[config.mk]
export PLATFORM = sky130hd
export DESIGN_NAME = cdm_error_sweep
export DESIGN_NICKNAME = d
export VERILOG_FILES = /design/src/rtl/cdm_error_sweep.sv
export SDC_FILE = /design/constraint.sdc
export NUM_CORES = 1
export LEC_CHECK = 0
export CAP_MARGIN = 0
export CORE_ASPECT_RATIO = 0.5
export CORE_UTILIZATION = 59
export CTS_BUF_LIST = sky130_fd_sc_hd__clkbuf_8
export DETAILED_ROUTE_END_ITERATION = 16
export PLACE_DENSITY = 0.84
export SLEW_MARGIN = 15
export SYNTH_ARGS = -nofsm -noshare
export SYNTH_HDL_FRONTEND = slang
export SYNTH_SLANG_ARGS = --single-unit
[constraint.sdc]
create_clock -name clk -period 8.1 [get_ports clk]
set_input_delay 1.215 -clock clk [delete_from_list [all_inputs] [get_ports clk]]
set_output_delay 1.215 -clock clk [all_outputs]
set_load 0.01 [all_outputs]
[src/rtl/cdm_error_sweep.sv]
// rtl/cdm_error_sweep.sv - exhaustive operand sweep and error scoring around an approximate multiplier
//
// Drives every (A,B) operand pair into an external combinational multiplier,
// compares its product r_in with the exact product and accumulates error
// count, total error distance and the worst-case error with its operands.
//
// Ports:
//   clk       rising-edge clock
//   rst       synchronous active-high reset
//   start     begin a sweep (ignored while busy)
//   r_in      approximate product for the current a_out/b_out
//   a_out     operand A (outer loop)
//   b_out     operand B (inner loop)
//   busy      sweep in progress
//   done      results valid, held until next accepted start or rst
//   err_count number of pairs with r_in != A*B
//   err_sum   sum of |A*B - r_in|
//   max_err   largest |A*B - r_in|
//   max_a     A of the first pair reaching max_err
//   max_b     B of the first pair reaching max_err
module cdm_error_sweep #(
  parameter int W    = 8,
  parameter int SUMW = 4 * W
) (
  input  logic              clk,
  input  logic              rst,
  input  logic              start,
  input  logic [2*W-1:0]    r_in,
  output logic [W-1:0]      a_out,
  output logic [W-1:0]      b_out,
  output logic              busy,
  output logic              done,
  output logic [2*W:0]      err_count,
  output logic [SUMW-1:0]   err_sum,
  output logic [2*W-1:0]    max_err,
  output logic [W-1:0]      max_a,
  output logic [W-1:0]      max_b
);

  typedef enum logic [1:0] {
    S_IDLE  = 2'd0,
    S_RUN   = 2'd1,
    S_DRAIN = 2'd2,
    S_DONE  = 2'd3
  } state_t;

  state_t state_q, state_d;

  // {A,B} sweep counter; B is the low half so it is the inner loop.
  logic [2*W-1:0]  cnt_q;
  // Capture stage registers (one pair in flight).
  logic [2*W-1:0]  ed_q;
  logic [W-1:0]    cap_a_q, cap_b_q;
  logic            v_q;
  // Accumulators.
  logic [2*W:0]    err_count_q;
  logic [SUMW-1:0] err_sum_q;
  logic [2*W-1:0]  max_err_q;
  logic [W-1:0]    max_a_q, max_b_q;

  logic            start_ok;
  logic            last_pair;
  logic            capture_en;
  logic [2*W-1:0]  exact;
  logic [2*W-1:0]  ed;

  assign a_out     = cnt_q[2*W-1:W];
  assign b_out     = cnt_q[W-1:0];
  assign last_pair = &cnt_q;

  assign exact = {{W{1'b0}}, a_out} * {{W{1'b0}}, b_out};
  assign ed    = (exact >= r_in) ? (exact - r_in) : (r_in - exact);

  // State register.
  always_ff @(posedge clk) begin
    if (rst) state_q <= S_IDLE;
    else     state_q <= state_d;
  end

  // Next-state logic.
  always_comb begin
    state_d = state_q;
    case (state_q)
      S_IDLE:  if (start) state_d = S_RUN;
      S_RUN:   if (last_pair) state_d = S_DRAIN;
      S_DRAIN: state_d = S_DONE;
      S_DONE:  if (start) state_d = S_RUN;
      default: state_d = S_IDLE;
    endcase
  end

  // Output / control decode.
  always_comb begin
    busy       = 1'b0;
    done       = 1'b0;
    start_ok   = 1'b0;
    capture_en = 1'b0;
    case (state_q)
      S_IDLE:  start_ok = start;
      S_RUN:   begin busy = 1'b1; capture_en = 1'b1; end
      S_DRAIN: busy = 1'b1;
      S_DONE:  begin done = 1'b1; start_ok = start; end
      default: ;
    endcase
  end

  // Datapath: capture stage feeds accumulate stage one edge later.
  always_ff @(posedge clk) begin
    if (rst || start_ok) begin
      cnt_q       <= '0;
      ed_q        <= '0;
      cap_a_q     <= '0;
      cap_b_q     <= '0;
      v_q         <= 1'b0;
      err_count_q <= '0;
      err_sum_q   <= '0;
      max_err_q   <= '0;
      max_a_q     <= '0;
      max_b_q     <= '0;
    end else begin
      if (v_q) begin
        if (ed_q != '0) err_count_q <= err_count_q + {{(2*W){1'b0}}, 1'b1};
        err_sum_q <= err_sum_q + {{(SUMW-2*W){1'b0}}, ed_q};
        // Strict compare keeps the first pair that reaches the maximum.
        if (ed_q > max_err_q) begin
          max_err_q <= ed_q;
          max_a_q   <= cap_a_q;
          max_b_q   <= cap_b_q;
        end
      end
      if (capture_en) begin
        ed_q    <= ed;
        cap_a_q <= a_out;
        cap_b_q <= b_out;
        v_q     <= 1'b1;
        // Counter holds on the last pair; the FSM moves to DRAIN.
        if (!last_pair) cnt_q <= cnt_q + {{(2*W-1){1'b0}}, 1'b1};
      end else begin
        v_q <= 1'b0;
      end
    end
  end

  assign err_count = err_count_q;
  assign err_sum   = err_sum_q;
  assign max_err   = max_err_q;
  assign max_a     = max_a_q;
  assign max_b     = max_b_q;

endmodule

Word level (Yosys, flattened, before mapping)
Cells that the tools add are included.
- $add $sub $neg: 5
- multiply operators: 1
- $lt $le $gt $ge: 2
- equal/unequal tests: 5
- multiplexer cells: 9
- bitwise operators: 1
- reduce and logical (&&, ||, !) cells: 10
- operator list (cell ; number):
    $add 32x16->32 ; 1
    $sub 16x16->16 ; 2
    $add 17x1->17 const B ; 1
    $add 16x1->16 const B ; 1
    $ge 16x16->1 ; 1
    $gt 16x16->1 ; 1
    $mul 8x8->16 ; 1
    $mux 16 ; 1
    $reduce_and 16->1 ; 1
    $reduce_bool 16->1 ; 1
    $reduce_and 2->1 ; 4
    $pmux 2 s3 ; 1
    $mux 1 ; 5
    $eq 2x2->1 const B ; 2
    $mux 2 ; 2
    $reduce_or 2->1 ; 2
    $eq 2x1->1 const B ; 1
    $logic_not 2->1 ; 1
    $ne 2x1->1 const B ; 1
    $ne 2x2->1 const B ; 1
    $logic_or 1x1->1 ; 1
    $not 1->1 ; 1
- register bits: 132
- bits of input ports: 19
- output and inout port bits: 99
- word-level logic and storage cells: 44

Logic depth before layout (Yosys ltp)
- depth after elaboration: 4
- gate-level depth with buffers: 29
- mapped depth without buffers: 25

Worst setup path after synthesis
OpenSTA, ideal clock, no wires.
- kind: register to register
- from: register cnt_q[6]
- to: register ed_q[7]
- setup time: 0.079 ns
- arrival time: 6.026 ns
- data required time: 8.021 ns
- path slack: 1.995 ns
- stages on the path, launching flop included: 29
- buffers on the path: 4
- clock period less this slack: 6.105 ns
- path through: dfxtp_1 clkbuf_1 nand2_1 fa_1 fa_1 inv_1 fa_1 inv_1 fa_1 inv_1 ha_1 nor2b_1 o211ai_1 nand2_1 a41oi_1 nor2b_1 xnor2_1 ha_1 buf_2 a21oi_1 o21a_1 o21ai_0 o21a_1 buf_6 buf_6 mux2i_1 nand4_1 mux2_2 o211ai_1
- word-level cells in the longest chain between the ends: 3
- elaborated cells on any way between the ends: 5
- classes of those cells: add/sub (2); mul (1); order compare (1); mux (1)
- RTL lines (what ; RTL line ; RTL):
    start: declaration ; 50 ; logic [2*W-1:0] cnt_q;
    start signal: assignment ; 137 ; if (!last_pair) cnt_q <= cnt_q + {{(2*W-1){1'b0}}, 1'b1};
    $mul 8x8->16 (*) ; 71 ; assign exact = {{W{1'b0}}, a_out} * {{W{1'b0}}, b_out};
    $sub 16x16->16 or $ge 16x16->1 (tied branches) ; 72 ; assign ed = (exact >= r_in) ? (exact - r_in) : (r_in - exact);
    $mux 16 (*) ; 72 ;
    end signal: assignment ; 111 ; ed_q <= '0;
    end signal: assignment ; 132 ; ed_q <= ed;
    end: declaration ; 52 ; logic [2*W-1:0] ed_q;
Every way passes the cells marked *; elsewhere a longest branch is shown, timed or not.
A chain may end at the register's enable or synchronous reset.

Final worst setup path
- from: register cnt_q[7]
- to: register ed_q[8]
The elaborated chain is that of the path after synthesis.

==> results.yml <==
sta:
  skew_ps: 17.1
  period_needed_ps: 7280
  setup_viol: 0
  rsz0062_at_grt: "false"
  tightest_slew_ps: 944
  clock.fmax_mhz: 137
  fin_setup_tns_ps: 0
  final_hold_viol_count: 0
  slew_viol_final: 0
  slew_headroom_pct: 37.1
  period_share_pct: 89.9
routing:
  drc: 0
  totalWireLength_um: 23900
  wl_met1_um: 10800
  routedWlPerCell_um: 15.8
  post_drt_via_cell_ratio: 5.78
  routed.top_layer: "met4"
  drt_pass1_iterations: 5
  antenna_left: 0
  wl_met2_um: 11300
  vias: 8736
  met3_length_um: 1370
  drt_iter0_drc: 641
global_route:
  overflow: 0
  grt_first_pass_wirelength_um: 39100
  grt_usage_pct: 28.0
  grt_start_max_net_pins: 84
  grt_pass1_vias: 8267
  grt_antenna_before_repair: 0
clock_tree:
  post_cts_buffers: 0
  clock_latency_ps: 460
  clkTransAtPathRegs_ps: 90
  clockRootBuffer: "clkbuf_8"
  cts_buffers: 17
  tritoncts: "done"
  cts_resized: 0
  clockBufferDepth: 2
  cts_max_level: 4
  ctsHoldBuffers: 0
  clock-sinks: 132
floorplan:
  start_util_pct: 60.6
  dieWidth_um: 186
  io_pins: 118
  rows: 33
  die_h_um: 94.0
  core_area_um2: 16500
  die_area_um2: 17500
synthesis:
  synth.distinct_cells: 60
  async_flop_share_pct: 0
  synth_fp_nets: 1349
  synth_cells: 1187
  yosys_warnings: 0
  ys_seq_area_share_pct: 26.5
  synth_area_um2: 9980
  ys_ff_latch: 132
  synth_edf_count: 0
  syn_area_per_cell_um2: 8.41
  synth-main-ff-cell: "dfxtp_1"
place:
  dp_hpwl_um: 18100
  dp_cells: 1479
  finalWeightedCongestion: 0.968
  placed_cell_area_um2: 11200
  io_buffers: 117
final_layout:
  instances_no_fill: 1511
  regArea_um2: 2640
  drive_above_1_share_pct: 4.21
  num_antenna_cells: 0
  multi_input_area_um2: 6660
  final_area_um2: 11600
  fillerInstances: 1240
  utilization_pct: 70.3
  syn_to_final_growth_pct: 16.1
  nets: 1433
power_and_ir_drop:
  peakVddDrop_mv: 0.137
  seqPwrFrac_pct: 41.2
  comb_power_share_pct: 30.0
  power.density_nw_per_um2: 158
  pwr-share-clk_pct: 28.8
  p_sw_uw: 682
  switching_share_pct: 37.2
  leakagePower_nw: 4.70
  p_int_mw: 1.15
critical_path:
  critPathMaxFanout: 22
  start_kind: "flip-flop"
  crit_required_ps: 8450
  path_class: "flip-flop to flip-flop"
  critical_path_arrival_ps: 7630
  critPathCaptureType: "flip-flop"
hold_path:
  hp-class: "flip-flop to flip-flop"
flow_run:
  drv_cap: 0
run_status:
  outcome: "completed"
## final timing paths
path / start / endpoint / slack, ps / cells after the start
setup reg to reg: cnt_q[7] / ed_q[8] / 820 / 24
hold reg to reg: state_q[1] / state_q[1] / 480 / 2
setup / recovery: cnt_q[7] / ed_q[8] / 820 / 24
hold / removal: state_q[1] / state_q[1] / 480 / 2
## sequential cells by signal, summed over array words and instances, names as in the netlist
| name | flops |
|---|---|
| max_a | 8 |
| state_q | 2 |
| max_b | 8 |
| cnt_q | 16 |
| ed_q | 16 |
| err_sum | 32 |
| cap_b_q | 8 |
| max_err | 16 |
| v_q | 1 |
| cap_a_q | 8 |
| err_count | 17 |
## through the flow
step	setup slack [ps]	total power, mW	hold WS [ps]
3_3_place_gp	1250	1.28	461
4_1_cts	926	1.83	482
3_5_place_dp	944	1.31	474
2_1_floorplan	1990	1.15	443
6_report	819	1.83	483
5_1_grt	450	1.92	497
## cells in the mapped netlist (6+ instances only)
cell	number	area, um^2
nor3_1	18	90.1
nor2_1	140	526
and2_1	55	344
nand3b_1	13	97.6
buf_2	10	50.1
ha_1	104	1300
mux2i_1	63	631
xnor2_1	38	333
nand3_1	31	155
o21a_1	10	75.1
buf_6	6	67.6
a21oi_1	67	335
nand2_1	76	285
or3_1	11	68.8
o211ai_1	10	75.1
nor4_1	8	50.1
clkbuf_1	39	146
a21o_1	15	113
o21ai_0	32	160
a211oi_1	16	120
nand4_1	18	113
xor2_1	31	272
and3_1	6	37.5
inv_1	113	424
a31oi_1	7	43.8
dfxtp_1	132	2640
nor2b_1	13	81.3
fa_1	39	781
## area by class of cell
class                   count  area share (%)
repair buffers            122            10.4
flip-flops and latches    132            22.8
multi-input cells         884            57.5
clock buffers              17            2.02
clock inverters            15            1.14
well taps                 227            2.45
inverters                 114            3.69
## power groups by stage
stage,Clock [mW],Sequential (mW),Combinational (mW)
after floorplan,0,0.734,0.412
after global placement,0,0.765,0.517
after detailed placement,0,0.766,0.540
after CTS,0.533,0.751,0.545
after global routing,0.566,0.759,0.599
final,0.527,0.755,0.551
## critical path, stage by stage (launching register included)
cell      delay (ps)
dfxtp_1          650
nand2_1          210
fa_1             570
fa_1             560
inv_1             70
fa_1             530
inv_1             60
fa_1             530
inv_1             40
ha_1             330
nor2b_1          170
o211ai_1         170
nand2_1          100
a41oi_1          240
nor2b_1          260
xnor2_1          100
ha_1             460
a21oi_1          110
o21a_1           160
o21ai_0          120
o21a_1           810
mux2_2           410
a41oi_1          240
nor4b_1           80
nand3b_1         190
## cell families (layout without fill, tap and decap cells)
family | count (synthesis) | count (layout) | share of synthesized area (%)
multiplexers | 68 | 68 | 6.88
AND/OR/NAND/NOR | 408 | 408 | 19.9
adder cells (fa/ha/maj) | 143 | 143 | 20.9
AO/OA/AOI/OAI | 196 | 196 | 12.7
buffers and inverters | 171 | 268 | 7.05
XOR/XNOR | 69 | 69 | 6.05
flip-flops | 132 | 132 | 26.5
## per-layer routing
layer | vias up | track usage [%]
met5 | - | 0
met1 | 4203 | 37.0
met4 | 0 | 9.29
li1 | 4188 | -
met2 | 295 | 46.7
met3 | 50 | 4.50
## cell usage in the layout, fill, tap and decap left out, drive strengths merged, types with 5 or more instances in the layout
cell	n
nor2	140
dfxtp	132
inv	119
clkdlybuf4s50	117
ha	104
nand2	76
a21oi	68
mux2i	63
and2	55
fa	39
xnor2	38
o21ai	35
nand3	31
xor2	31
nor3	18
nand4	18
clkbuf	17
a211oi	16
a21o	15
nor2b	13
nand3b	13
or3	11
o211ai	10
o21a	10
nor4	8
a31oi	7
clkinv	7
and3	6
a41oi	5
or2	5
buf	5
o31ai	5
mux2	5
Note: power is estimated with default switching activity, not from simulation.
